[config.mk]
export PLATFORM = sky130hd
export DESIGN_NAME = clk_div_monitor
export DESIGN_NICKNAME = d
export VERILOG_FILES = /design/src/rtl/clk_div_monitor.sv
export SDC_FILE = /design/constraint.sdc
export NUM_CORES = 1
export LEC_CHECK = 0
export CORE_UTILIZATION = 58
export CTS_CLUSTER_SIZE = 24
export DETAILED_ROUTE_END_ITERATION = 8
export GPL_TIMING_DRIVEN = 0
export HOLD_SLACK_MARGIN = 0.03
export PLACE_DENSITY = 0.82
export SYNTH_ARGS = -nofsm -noshare
export SYNTH_HDL_FRONTEND = slang
export SYNTH_SLANG_ARGS = --single-unit
[constraint.sdc]
create_clock -name clk -period 6.9 [get_ports clk]
set_input_delay 1.035 -clock clk [delete_from_list [all_inputs] [get_ports clk]]
set_output_delay 1.035 -clock clk [all_outputs]
set_load 0.01 [all_outputs]
[src/rtl/clk_div_monitor.sv]
// Divided-clock monitor: edge ticks, half-period measurement, lock/fault FSM.
// Optional MON_SYNC_EN adds a two-flop synchronizer ahead of the sampler (+2 cycles latency).
module clk_div_monitor #(
  parameter int CNT_W    = 8,
  parameter int EXP_HALF = 6,
  parameter int TOL      = 0,
  parameter int LOCK_N   = 4
) (
  input  logic             clk,
  input  logic             rst,
  input  logic             clk_div_in,
  output logic             rise_tick,
  output logic             fall_tick,
  output logic [CNT_W-1:0] half_period,
  output logic             locked,
  output logic             fault
);

  localparam int GW = (LOCK_N < 2) ? 1 : $clog2(LOCK_N + 1);

  typedef logic [CNT_W:0] ext_t;
  typedef enum logic [1:0] {IDLE, ACQ, LOCKED, FAULT} state_t;

  localparam ext_t             HI      = ext_t'(EXP_HALF + TOL);
  localparam ext_t             LO      = ext_t'((TOL >= EXP_HALF) ? 0 : (EXP_HALF - TOL));
  localparam logic [CNT_W-1:0] CNT_MAX = '1;
  localparam logic [CNT_W-1:0] TO_CNT  = CNT_W'(EXP_HALF + TOL);
  localparam logic [GW-1:0]    LOCK_V  = GW'(LOCK_N);

  logic             din;
  logic             s_cur;
  logic             s_prev;
  logic [CNT_W-1:0] cnt;
  logic [GW-1:0]    good_cnt;
  logic [GW-1:0]    good_inc;
  state_t           state;
  logic             edge_det;
  logic             good;
  logic             timeout;
  ext_t             meas;

`ifdef MON_SYNC_EN
  logic sync_a;
  logic sync_b;

  always_ff @(posedge clk) begin
    if (rst) begin
      sync_a <= 1'b0;
      sync_b <= 1'b0;
    end else begin
      sync_a <= clk_div_in;
      sync_b <= sync_a;
    end
  end

  assign din = sync_b;
`else
  assign din = clk_div_in;
`endif

  // meas is one bit wider than cnt so a saturated count still compares correctly
  assign edge_det = s_cur ^ s_prev;
  assign meas     = {1'b0, cnt} + ext_t'(1);
  assign good     = (meas >= LO) && (meas <= HI);
  assign timeout  = !edge_det && (cnt == TO_CNT);
  assign good_inc = good_cnt + GW'(1);

  always_ff @(posedge clk) begin
    if (rst) begin
      s_cur       <= 1'b0;
      s_prev      <= 1'b0;
      cnt         <= '0;
      rise_tick   <= 1'b0;
      fall_tick   <= 1'b0;
      half_period <= '0;
    end else begin
      s_cur     <= din;
      s_prev    <= s_cur;
      rise_tick <= edge_det & s_cur;
      fall_tick <= edge_det & ~s_cur;
      if (edge_det) begin
        cnt <= '0;
        // the first edge after reset has no reference point
        if (state != IDLE)
          half_period <= meas[CNT_W] ? CNT_MAX : meas[CNT_W-1:0];
      end else if (cnt != CNT_MAX) begin
        cnt <= cnt + CNT_W'(1);
      end
    end
  end

  always_ff @(posedge clk) begin
    if (rst) begin
      state    <= IDLE;
      good_cnt <= '0;
      locked   <= 1'b0;
      fault    <= 1'b0;
    end else begin
      case (state)
        IDLE: begin
          if (edge_det) begin
            state    <= ACQ;
            good_cnt <= '0;
          end
        end
        ACQ: begin
          if (edge_det && good) begin
            good_cnt <= good_inc;
            if (good_inc >= LOCK_V) begin
              state  <= LOCKED;
              locked <= 1'b1;
            end
          end else if (edge_det || timeout) begin
            good_cnt <= '0;
          end
        end
        LOCKED: begin
          if ((edge_det && !good) || timeout) begin
            state  <= FAULT;
            locked <= 1'b0;
            fault  <= 1'b1;
          end
        end
        FAULT: begin
          if (edge_det && good) begin
            fault    <= 1'b0;
            good_cnt <= GW'(1);
            if (LOCK_N == 1) begin
              state  <= LOCKED;
              locked <= 1'b1;
            end else begin
              state <= ACQ;
            end
          end
        end
        default: begin
          state    <= IDLE;
          good_cnt <= '0;
          locked   <= 1'b0;
          fault    <= 1'b0;
        end
      endcase
    end
  end

endmodule

==> flow_summary.toml <==
[hold_path]
hold_path.class = "reg2reg"
min_from = "s_cur"

[sta]
slew_headroom = 0.6762
setup_tns_ns = 0
maxSlewViolCount = 0
min_period_ns = 2.590
finalCritPeriodShare = 0.3753
max_freq_mhz = 386.1
hold_viol_final = 0
worst_pin_slew_ns = 0.4857
setup_violations = 0
grt_setup_unrepaired = "false"
finalClockSkew_ns = 0.001730

[synth]
yosysTopAreaCell = "dfxtp_1"
synth_edf_count = 0
syn-cell-area_sq_mm = 0.001330
synth-seq-cells = 27
synthArstFlopShare = 0
seq_area_frac_synth = 0.4064
netlist.area_leader.share = 0.4064
synth.avg_cell_area_sq_um = 8.987
ys.flop_type = "dfxtp_1"
netlist_instances = 148
syn_nets = 162
synth_area_leaders = "dfxtp_1, ha_1, nor2_1"
ys_types = 38
ys.warnings.count = 0

[place]
gp_congestion = 0.8984
dp_hpwl_um = 1979
portBuffers = 14
placedCellCount = 189

[layout]
areaGrowthSynthToFinish_pct = 15.15
fin_nets = 181
final_cells = 193
diodes = 0
drive_gt1_frac = 0.06627

[global_routing]
grt_overflow = 0
grt_pass1_vias = 1041
antenna_found_initial = 0
grt_first_pass_wirelength_um = 4485
grt_use_total = 0.2405
grt_max_degree = 16

[route]
dr.pass1.iters = 4
ant_nets = 0
wl_per_cell_um = 13.80
drcViolationCount = 0
via_per_inst = 5.767
detail_route.iter0.violations = 15
totalWireLength_um = 2663
vias = 1113

[die]
start_util = 0.6450
num_rows = 16
core_area_sq_mm = 0.002062
ios = 15
die_w_um = 49.89
die_h_um = 49.89
dieArea_sq_mm = 0.002489

[setup_path]
crit_fanout = 9
path_class = "reg2reg"
rr_startpoint = "cnt[1]"
crit_family = "compound AO/OA/AOI/OAI gates"
worst_setup_path_start_kind = "flop"
crit_arrival_ns = 2.83
critPathRequiredTime_ns = 7.14
cp_slowest_stage_delay_ns = 0.51
crit_chain = "ha_1 -> xnor2_1 -> a311oi_2 -> o2111ai_2 -> a222oi_1 -> a21boi_2 -> mux2_1"
crit_path_end_kind = "flop"
cpMaxStageDelayCell = "dfxtp_1"
cp_num_buf_inv = 0
cp-startpoint = "cnt[1]"

[power_and_ir_drop]
clkPwrFrac = 0.181
pwr_density_cell_mw_per_mm2 = 247.1
swShare = 0.3348
power.net_switching_w = 0.0001267
peakVddDrop_v = 0.0001895
combinationalPowerShare = 0.336
power.leakage_nw = 0.5772
p_int_w = 0.0002517
power_frac_seq = 0.483

[cts]
clk_pin_slew_ns = 0.14
cts_sinks = 27
ctsResizeCount = 0
cts_htree_levels = 1
postCtsSetupRepairBufs = 0
cts_buffers = 3
clockRootBuffer = "clkbuf_4"
clock_latency_ns = 0.33
cts_tree = "yes"
cts_max_path_buffers = 2
postCtsHoldBufs = 0

[job]
maxCapViolations = 0

[run_status]
outcome = "completed"
[tightest hold or removal path: cells and delay by family (launching register included)]
family / cells / cell delay [ns]
simple gates: 1 / 0.06
flops: 1 / 0.34
buf+inv: 1 / 0.08
[final timing paths]
check / to / slack, ns / depth (start not counted)
hold reg to reg: s_prev / 0.50 / 2
setup reg to reg: state[0] / 4.31 / 7
hold / removal: s_prev / 0.50 / 2
setup / recovery: state[0] / 4.31 / 7
[cell families (layout without fill, tap and decap cells)]
group / count (synthesis) / in the layout / share of synthesized area
and+or+nand+nor: 58 / 58 / 0.2164
AOI/OAI and AO/OA: 28 / 28 / 0.1590
DFF: 27 / 27 / 0.4064
buffers and inverters: 14 / 32 / 0.04234
adders and majority gates: 11 / 11 / 0.1035
xor gates and xnor gates: 5 / 5 / 0.03293
muxes: 5 / 5 / 0.03951
[cell usage after synthesis (all sizes together), types with 2 or more instances]
cell	instances
nand4	3
nand2b	5
nand3	3
inv	9
buf	3
clkbuf	2
and3	3
a211oi	6
a21oi	7
o21ai	4
xnor2	3
nor2b	4
mux2	2
nand2	7
and2	3
ha	11
nor2	23
mux2i	3
dfxtp	27
nor3	2
a311oi	3
xor2	2
[power groups by stage]
stage                     logic (W)  registers [W]  clock network (W)
after global routing       0.000141       0.000185          0.0000763
final                      0.000127       0.000183          0.0000686
after CTS                  0.000126       0.000182          0.0000700
after detailed placement   0.000125       0.000186                  0
after global placement     0.000120       0.000185                  0
after floorplan           0.0000849       0.000188                  0
[per-stage QoR]
step | worst slack [ns] | util | total power [W] | cell area [sq um] | hold WS, ns
CTS | 4.332 | 0.7427 | 0.0003785 | 1531 | 0.5082
global route | 4.119 | 0.7427 | 0.0004020 | 1531 | 0.5266
floorplan | 4.683 | - | 0.0002727 | 1330 | 0.4406
global placement | 4.291 | 0.7294 | 0.0003050 | 1504 | 0.4531
detailed placement | 4.241 | 0.7294 | 0.0003114 | 1504 | 0.4805
finish | 4.310 | 0.7427 | 0.0003784 | 1531 | 0.5050
[flip-flops by register name, summed over array words and instances (netlist names)]
signal	flops
cnt	8
half_period	8
good_cnt	3
state	2
fall_tick	1
fault	1
locked	1
rise_tick	1
s_cur	1
s_prev	1
[cell usage in the layout (no fill, tap or decap), drive strengths merged, types with 4 or more instances in the layout]
| cell type | instances |
|---|---|
| inv | 9 |
| a21oi | 7 |
| clkbuf | 5 |
| nand2b | 5 |
| ha | 11 |
| nor2 | 23 |
| a211oi | 6 |
| nand2 | 7 |
| dfxtp | 27 |
| o21ai | 4 |
| nor2b | 4 |
| clkdlybuf4s50 | 14 |
[routing by layer]
layer,GRT usage,part of all wire,up-vias
met3,0.07099,0.042,6
met4,0.09524,0.015,0
met1,0.2751,0.44,528
met5,0,0,-
met2,0.4144,0.50,29
li1,-,-,550
[final cells by class]
cell class                      instances  area [sq um]
Clock inverter                          1         5.005
Multi-Input combinational cell        107         733.2
Timing Repair Buffer                   14         140.1
Sequential cell                        27         540.5
Inverter                                9         33.78
Buffer                                  5         22.52
Clock buffer                            3         22.52
Tap cell                               27         33.78
Fill cell                             162         530.5
(Power assumes the default switching activity.)
